## src/rtl/caliptra_prim_alert_pkg.sv

```systemverilog
// ---------------------------------------------------------------------------
// caliptra_prim_alert_pkg
//
// Purpose:
//   Shared types for the differential alert protocol between an alert
//   sender and an alert receiver.
//
//   alert_tx_t : sender -> receiver, alert_p/alert_n differential pair.
//   alert_rx_t : receiver -> sender, ping_p/ping_n and ack_p/ack_n
//                differential pairs.
//
//   DIFF_PAIR_RESET is the {n,p} reset pattern for any differential pair
//   in this protocol: p low, n high, which is the idle level of the pair.
// ---------------------------------------------------------------------------
package caliptra_prim_alert_pkg;

    typedef struct packed {
        logic alert_p;
        logic alert_n;
    } alert_tx_t;

    typedef struct packed {
        logic ping_p;
        logic ping_n;
        logic ack_p;
        logic ack_n;
    } alert_rx_t;

    localparam logic [1:0] DIFF_PAIR_RESET = 2'b10;

endpackage

```

## src/rtl/caliptra_prim_diff_decode.sv

```systemverilog
// ---------------------------------------------------------------------------
// caliptra_prim_diff_decode
//
// Purpose:
//   Decodes a differential pair into a level and a signal-integrity error
//   flag. With AsyncOn set the pair first passes through a two-stage
//   synchroniser (both halves moved together so they stay aligned), which
//   delays level_o/sigint_o by two cycles. With AsyncOn clear the decode is
//   purely combinational.
//
// Ports:
//   clk_i    : clock
//   rst_ni   : synchronous active-low reset (synchroniser only)
//   diff_pi  : positive half of the pair
//   diff_ni  : negative half of the pair
//   level_o  : decoded level (the positive half)
//   sigint_o : high whenever both halves carry the same value
// ---------------------------------------------------------------------------
module caliptra_prim_diff_decode
    import caliptra_prim_alert_pkg::*;
#(
    parameter logic AsyncOn = 1'b1
) (
    input  logic clk_i,
    input  logic rst_ni,
    input  logic diff_pi,
    input  logic diff_ni,
    output logic level_o,
    output logic sigint_o
);

    logic w_p;
    logic w_n;

    if (AsyncOn) begin : gen_async
        // Both stages store {n,p}; resetting to the idle pattern keeps the
        // synchronised pair differential so no false integrity error is
        // seen right after reset.
        logic [1:0] r_stage1;
        logic [1:0] r_stage2;

        always_ff @(posedge clk_i) begin
            if (!rst_ni) begin
                r_stage1 <= DIFF_PAIR_RESET;
                r_stage2 <= DIFF_PAIR_RESET;
            end else begin
                r_stage1 <= {diff_ni, diff_pi};
                r_stage2 <= r_stage1;
            end
        end

        assign w_p = r_stage2[0];
        assign w_n = r_stage2[1];
    end else begin : gen_sync
        assign w_p = diff_pi;
        assign w_n = diff_ni;
    end

    assign level_o  = w_p;
    assign sigint_o = (w_p == w_n);

endmodule

```

## src/rtl/caliptra_prim_sec_anchor_flop.sv

```systemverilog
// ---------------------------------------------------------------------------
// caliptra_prim_sec_anchor_flop
//
// Purpose:
//   Plain register kept as its own module so that the two halves of a
//   differential pair live in a dedicated flop instance. Because each
//   pair has its own anchor, optimisation cannot collapse the n half
//   into an inverted copy of the p half.
//
// Ports:
//   clk_i   : clock
//   rst_ni  : synchronous active-low reset
//   d_i     : next value
//   q_o     : registered value (ResetValue while in reset)
// ---------------------------------------------------------------------------
module caliptra_prim_sec_anchor_flop #(
    parameter int                Width      = 2,
    parameter logic [Width-1:0]  ResetValue = '0
) (
    input  logic             clk_i,
    input  logic             rst_ni,
    input  logic [Width-1:0] d_i,
    output logic [Width-1:0] q_o
);

    logic [Width-1:0] r_q;

    always_ff @(posedge clk_i) begin
        if (!rst_ni) begin
            r_q <= ResetValue;
        end else begin
            r_q <= d_i;
        end
    end

    assign q_o = r_q;

endmodule

```

## src/rtl/caliptra_prim_alert_receiver.sv

```systemverilog
// ---------------------------------------------------------------------------
// caliptra_prim_alert_receiver
//
// Purpose:
//   Receiver side of the differential alert handshake. An incoming alert
//   level is acknowledged on the ack pair; the sender drops the alert and
//   the receiver drops ack, then two pause cycles separate handshakes.
//   A ping request toggles the ping pair; the next completed handshake is
//   then reported as ping_ok_o instead of alert_o. A non-differential alert
//   pair is flagged on integ_fail_o and forces the handshake back to idle.
//
// Ports:
//   clk_i        : clock
//   rst_ni       : synchronous active-low reset
//   ping_req_i   : request one ping of the remote sender
//   ping_ok_o    : one-cycle pulse, pending ping answered
//   alert_o      : one-cycle pulse, genuine alert received
//   integ_fail_o : high while the alert pair is non-differential
//   alert_rx_o   : ping and ack pairs toward the sender
//   alert_tx_i   : alert pair from the sender
// ---------------------------------------------------------------------------
module caliptra_prim_alert_receiver
    import caliptra_prim_alert_pkg::*;
#(
    parameter logic AsyncOn = 1'b1
) (
    input  logic      clk_i,
    input  logic      rst_ni,
    input  logic      ping_req_i,
    output logic      ping_ok_o,
    output logic      alert_o,
    output logic      integ_fail_o,
    output alert_rx_t alert_rx_o,
    input  alert_tx_t alert_tx_i
);

    // Sparse encoding: every pair of legal states differs in four bits, so
    // a single upset lands in an illegal code and falls back to Idle.
    typedef enum logic [5:0] {
        Idle      = 6'b011001,
        HsAckWait = 6'b100101,
        Pause0    = 6'b110010,
        Pause1    = 6'b001110
    } state_e;

    state_e     r_state;
    state_e     w_state_d;

    logic       w_alert_level;
    logic       w_alert_sigint;

    logic       r_ping_pending;
    logic       w_ping_pending_d;
    logic       w_ping_toggle;

    logic       r_alert;
    logic       r_ping_ok;
    logic       r_integ_fail;
    logic       w_alert_d;
    logic       w_ping_ok_d;

    logic       w_ack_p_d;
    logic       w_ack_n_d;

    // Anchor flop contents are {n,p}.
    logic [1:0] w_ping_q;
    logic [1:0] w_ping_d;
    logic [1:0] w_ack_q;

    caliptra_prim_diff_decode #(
        .AsyncOn (AsyncOn)
    ) u_decode_alert (
        .clk_i    (clk_i),
        .rst_ni   (rst_ni),
        .diff_pi  (alert_tx_i.alert_p),
        .diff_ni  (alert_tx_i.alert_n),
        .level_o  (w_alert_level),
        .sigint_o (w_alert_sigint)
    );

    // A ping is only launched when none is outstanding; an integrity error
    // also drops the request because it wipes the pending bookkeeping.
    // Toggling both halves keeps the ping pair differential at all times.
    assign w_ping_toggle = ping_req_i & ~r_ping_pending & ~w_alert_sigint;
    assign w_ping_d      = w_ping_toggle ? ~w_ping_q : w_ping_q;

    // Handshake FSM. The ping_ok/alert decision is made only on entry to
    // HsAckWait, using the pending flag as it stood before this cycle's
    // ping request. An integrity error overrides everything afterwards.
    always_comb begin
        w_state_d   = r_state;
        w_ack_p_d   = 1'b0;
        w_alert_d   = 1'b0;
        w_ping_ok_d = 1'b0;

        unique case (r_state)
            Idle: begin
                if (w_alert_level) begin
                    w_state_d = HsAckWait;
                    w_ack_p_d = 1'b1;
                    if (r_ping_pending) begin
                        w_ping_ok_d = 1'b1;
                    end else begin
                        w_alert_d = 1'b1;
                    end
                end
            end
            HsAckWait: begin
                if (w_alert_level) begin
                    w_ack_p_d = 1'b1;
                end else begin
                    w_state_d = Pause0;
                end
            end
            Pause0: begin
                w_state_d = Pause1;
            end
            Pause1: begin
                w_state_d = Idle;
            end
            default: begin
                w_state_d = Idle;
            end
        endcase

        if (w_alert_sigint) begin
            w_state_d   = Idle;
            w_ack_p_d   = 1'b0;
            w_alert_d   = 1'b0;
            w_ping_ok_d = 1'b0;
        end

        // In Idle with a broken alert pair, ack is deliberately made
        // non-differential so the sender sees the fault on its own inputs.
        w_ack_n_d = ~w_ack_p_d;
        if (w_alert_sigint && (r_state == Idle)) begin
            w_ack_n_d = 1'b0;
        end
    end

    // Pending ping is consumed by ping_ok, cleared by an integrity error
    // and otherwise armed by a request; a request while already pending
    // leaves the flag set and is simply lost.
    always_comb begin
        w_ping_pending_d = r_ping_pending | ping_req_i;
        if (w_alert_sigint || w_ping_ok_d) begin
            w_ping_pending_d = 1'b0;
        end
    end

    // State and pulse outputs; everything visible to the outside is
    // registered so outputs move one cycle after the deciding condition.
    always_ff @(posedge clk_i) begin
        if (!rst_ni) begin
            r_state        <= Idle;
            r_ping_pending <= 1'b0;
            r_alert        <= 1'b0;
            r_ping_ok      <= 1'b0;
            r_integ_fail   <= 1'b0;
        end else begin
            r_state        <= w_state_d;
            r_ping_pending <= w_ping_pending_d;
            r_alert        <= w_alert_d;
            r_ping_ok      <= w_ping_ok_d;
            r_integ_fail   <= w_alert_sigint;
        end
    end

    caliptra_prim_sec_anchor_flop #(
        .Width      (2),
        .ResetValue (DIFF_PAIR_RESET)
    ) u_ping_flop (
        .clk_i  (clk_i),
        .rst_ni (rst_ni),
        .d_i    (w_ping_d),
        .q_o    (w_ping_q)
    );

    caliptra_prim_sec_anchor_flop #(
        .Width      (2),
        .ResetValue (DIFF_PAIR_RESET)
    ) u_ack_flop (
        .clk_i  (clk_i),
        .rst_ni (rst_ni),
        .d_i    ({w_ack_n_d, w_ack_p_d}),
        .q_o    (w_ack_q)
    );

    assign alert_rx_o.ping_p = w_ping_q[0];
    assign alert_rx_o.ping_n = w_ping_q[1];
    assign alert_rx_o.ack_p  = w_ack_q[0];
    assign alert_rx_o.ack_n  = w_ack_q[1];

    assign alert_o      = r_alert;
    assign ping_ok_o    = r_ping_ok;
    assign integ_fail_o = r_integ_fail;

endmodule
```

## config.mk

```make
export PLATFORM = sky130hd
export DESIGN_NAME = caliptra_prim_alert_receiver
export DESIGN_NICKNAME = d
export VERILOG_FILES = /design/src/rtl/caliptra_prim_alert_pkg.sv /design/src/rtl/caliptra_prim_diff_decode.sv /design/src/rtl/caliptra_prim_sec_anchor_flop.sv /design/src/rtl/caliptra_prim_alert_receiver.sv
export SDC_FILE = /design/constraint.sdc
export NUM_CORES = 1
export LEC_CHECK = 0
export CORE_MARGIN = 3
export CORE_UTILIZATION = 25
export CTS_BUF_LIST = sky130_fd_sc_hd__clkbuf_8
export CTS_CLUSTER_DIAMETER = 30
export CTS_CLUSTER_SIZE = 12
export DETAILED_ROUTE_END_ITERATION = 10
export GPL_TIMING_DRIVEN = 1
export MAX_ROUTING_LAYER = met4
export SLEW_MARGIN = 20
export SYNTH_ARGS = -nofsm -noshare
export SYNTH_HDL_FRONTEND = slang
export SYNTH_SLANG_ARGS = --single-unit
```

## constraint.sdc

```tcl
create_clock -name clk_i -period 2.8 [get_ports clk_i]
set_input_delay 0.7 -clock clk_i [delete_from_list [all_inputs] [get_ports clk_i]]
set_output_delay 0.7 -clock clk_i [all_outputs]
set_load 0.05 [all_outputs]
```

==> impl_metrics.py <==
metrics = {
    "run_status": {
        "outcome": "complete, no violations",
    },
    "timing": {
        "slew_violations": 0,
        "max_slew.worst_pin.slew_ps": 513,
        "skew_ps": 2.64,
        "final_hold_viol_count": 0,
        "fin_hold_ws_ps": 408,
        "slew_headroom_pct": 65.7,
        "min_clock_period_post_route_ps": 2110,
        "grt_setup_unrepaired": "no",
        "timing.final.crit_share_pct": 75.3,
        "max_freq_mhz": 474,
        "final-setup-viol-count": 0,
        "final.setup.tns_ps": 0,
    },
    "floorplanning": {
        "die_height_um": 58.9,
        "num_rows": 18,
        "core_um2": 2570,
        "fp.dieArea_um2": 3470,
        "dieWidth_um": 58.9,
        "initial_utilization_pct": 27.2,
        "boundaryPins": 12,
    },
    "power": {
        "powerDensity_nw_per_um2": 577,
        "irDropWorstVdd_mv": 0.326,
        "power.static_leakage_nw": 0.348,
    },
    "place": {
        "hpwlAfterDp_um": 940,
        "gp_routability_congestion": 0.782,
        "numPortBuffers": 11,
    },
    "setup_path": {
        "worst-endpoint-required_ps": 2100,
        "worst_path_max_delay_cell": "clkdlybuf4s50_1",
        "critical_path_cell_count": 1,
        "critical_path.endpoint_type": "primary output",
        "cp-start-kind": "flop",
        "crit_fanout": 3,
        "timing.critical_path.max_delay_family": "buffers and inverters",
        "path_cells": "clkdlybuf4s50_1",
        "arrival_ps": 1410,
        "worstPathBufferInverterCount": 1,
        "slowest_delay_ps": 820,
        "worst_r2r_path_depth": 3,
        "timing.setup.critical_path_class": "reg2out",
    },
    "finish": {
        "commonest_non_fill_non_tap_cells_in_the_layout": "18 x dfxtp_1, 11 x clkdlybuf4s50_1, 6 x nand2b_1, 4 x clkbuf_8",
        "post_route_cells_drive_above_1_share_pct": 12.5,
        "finish.utilization_pct": 35.3,
        "areaGrowthSynthToFinish_pct": 29.5,
        "antennaDiodeCount": 0,
        "final_common_cell": "dfxtp_1",
        "layout.filler_cells": 275,
        "finalNetCount": 86,
    },
    "detailed_routing": {
        "drt_pre_antenna_iters": 4,
        "drtIter0Drc": 9,
        "detail_route.drc_violations": 0,
        "vias_per_cell": 4.75,
        "via_count": 523,
        "totalWireLength_um": 1190,
        "antenna_left": 0,
        "drt-wirelength-per-cell_um": 10.8,
    },
    "synthesis": {
        "yosysUniqueCellTypes": 31,
        "synth_fp_nets": 70,
        "synth_enable_flop_cells": 0,
        "async_reset_ff_share_pct": 0,
        "syn-instance-count": 65,
        "syn-cell-area_um2": 699,
        "postSynthAreaPerCell_um2": 10.8,
        "yosys_most_used_dff": "dfxtp_1",
        "synth-seq-area-share_pct": 51.5,
        "yosys_warnings": 0,
        "number_of_synthesized_register_bits": 18,
    },
    "clocking": {
        "worst_setup_hold_path_clk_slew_ps": 60,
        "worst_skew_pair.late_latency_ps": 250,
        "cts-buffers-inserted": 3,
        "number_of_h_tree_levels": 1,
        "clock_sink_count": 18,
        "post-cts-setup-buffers": 0,
        "cts_max_path_buffers": 2,
        "cts-hold-fix-buffers": 0,
        "cts_tree": "built",
        "resized_after_cts": 0,
        "clk_root_buffer_cell": "clkbuf_8",
    },
    "hold_path": {
        "cell_depth_of_the_worst_hold_path": 1,
        "timing.hold.worst.class": "reg2reg",
    },
    "grt": {
        "initial_antenna_violation_count": 0,
        "grt_first_pass_wirelength_um": 1950,
        "grt_usage_pct": 7.84,
        "grt_start_max_net_pins": 15,
        "grt_pass1_vias": 461,
        "gr-total-overflow": 0,
    },
    "flow_run": {
        "number_of_max_cap_violations": 0,
    },
}
[area by class of cell]
type	count	area, um^2	area share [%]
clock buffer	4	55.1	6.08
inverter	2	7.51	0.829
multi-input combinational	44	328	36.2
sequential	18	360	39.8
tap	30	37.5	4.14
timing repair buffer	12	118	13.0
[synth_stat cells (all sizes together), types with 2 or more instances]
library cell | n | area (um^2)
nor3 | 2 | 10.0
o21ai | 5 | 25.0
and2 | 3 | 20.0
o21a | 2 | 15.0
dfxtp | 18 | 360
or3 | 2 | 12.5
nand2b | 6 | 37.5
a211oi | 4 | 35.0
nand4bb | 3 | 50.1
nor2 | 2 | 7.51
inv | 2 | 7.51
[path summary, 6_finish.rpt]
path	from	endpoint	slack, ps
max	u_ping_flop.q_o[0]	alert_rx_o[3]	690
min	u_decode_alert.gen_async.r_stage1[1]	u_decode_alert.gen_async.r_stage2[1]	410
max reg2reg	r_state[3]	r_ping_pending	1510
min reg2reg	u_decode_alert.gen_async.r_stage1[1]	u_decode_alert.gen_async.r_stage2[1]	410
[power breakdown]
part	internal (mW)	total (mW)	leakage, nW	switching (mW)
Sequential	0.265	0.270	0.147	0.00522
Combinational	0.0228	0.0522	0.172	0.0294
Clock	0.125	0.200	0.0288	0.0758
[layer usage]
layer	up-vias	GRT usage [%]	wire length (um)
li1	269	-	-
met1	227	9.80	529
met2	25	10.7	529
met3	2	3.95	119
met4	0	2.91	12
met5	-	-	0
[cells by family after synthesis]
kind of cell | count (synthesis) | synth area share, %
buf+inv | 3 | 1.61
compound gates | 17 | 17.5
flops | 18 | 51.5
xor+xnor | 1 | 1.25
simple gates | 26 | 28.1
[per-stage QoR]
stage / area [um^2] / power, mW / std cells / setup slack, ps
floorplan: 699 / 0.308 / 65 / 1490
global placement: 851 / 0.327 / 106 / 985
detailed placement: 851 / 0.328 / 106 / 956
CTS: 906 / 0.530 / 110 / 681
global route: 906 / 0.547 / 110 / 658
finish: 906 / 0.523 / 110 / 692
[worst register-to-register path, stage by stage, from the launching register on]
cell and delay [ps]:
dfxtp_1 350, nor4bb_1 440, a31oi_1 150, o221a_2 240
[sequential cells by signal, indices dropped and copies added (netlist names)]
register / count
alert_o: 1
u_ack_flop.q_o: 2
u_decode_alert.gen_async.r_stage1: 2
r_ping_pending: 1
u_ping_flop.q_o: 2
ping_ok_o: 1
u_decode_alert.gen_async.r_stage2: 2
r_state: 6
integ_fail_o: 1
No activity file was read; power rests on OpenSTA's default activity.
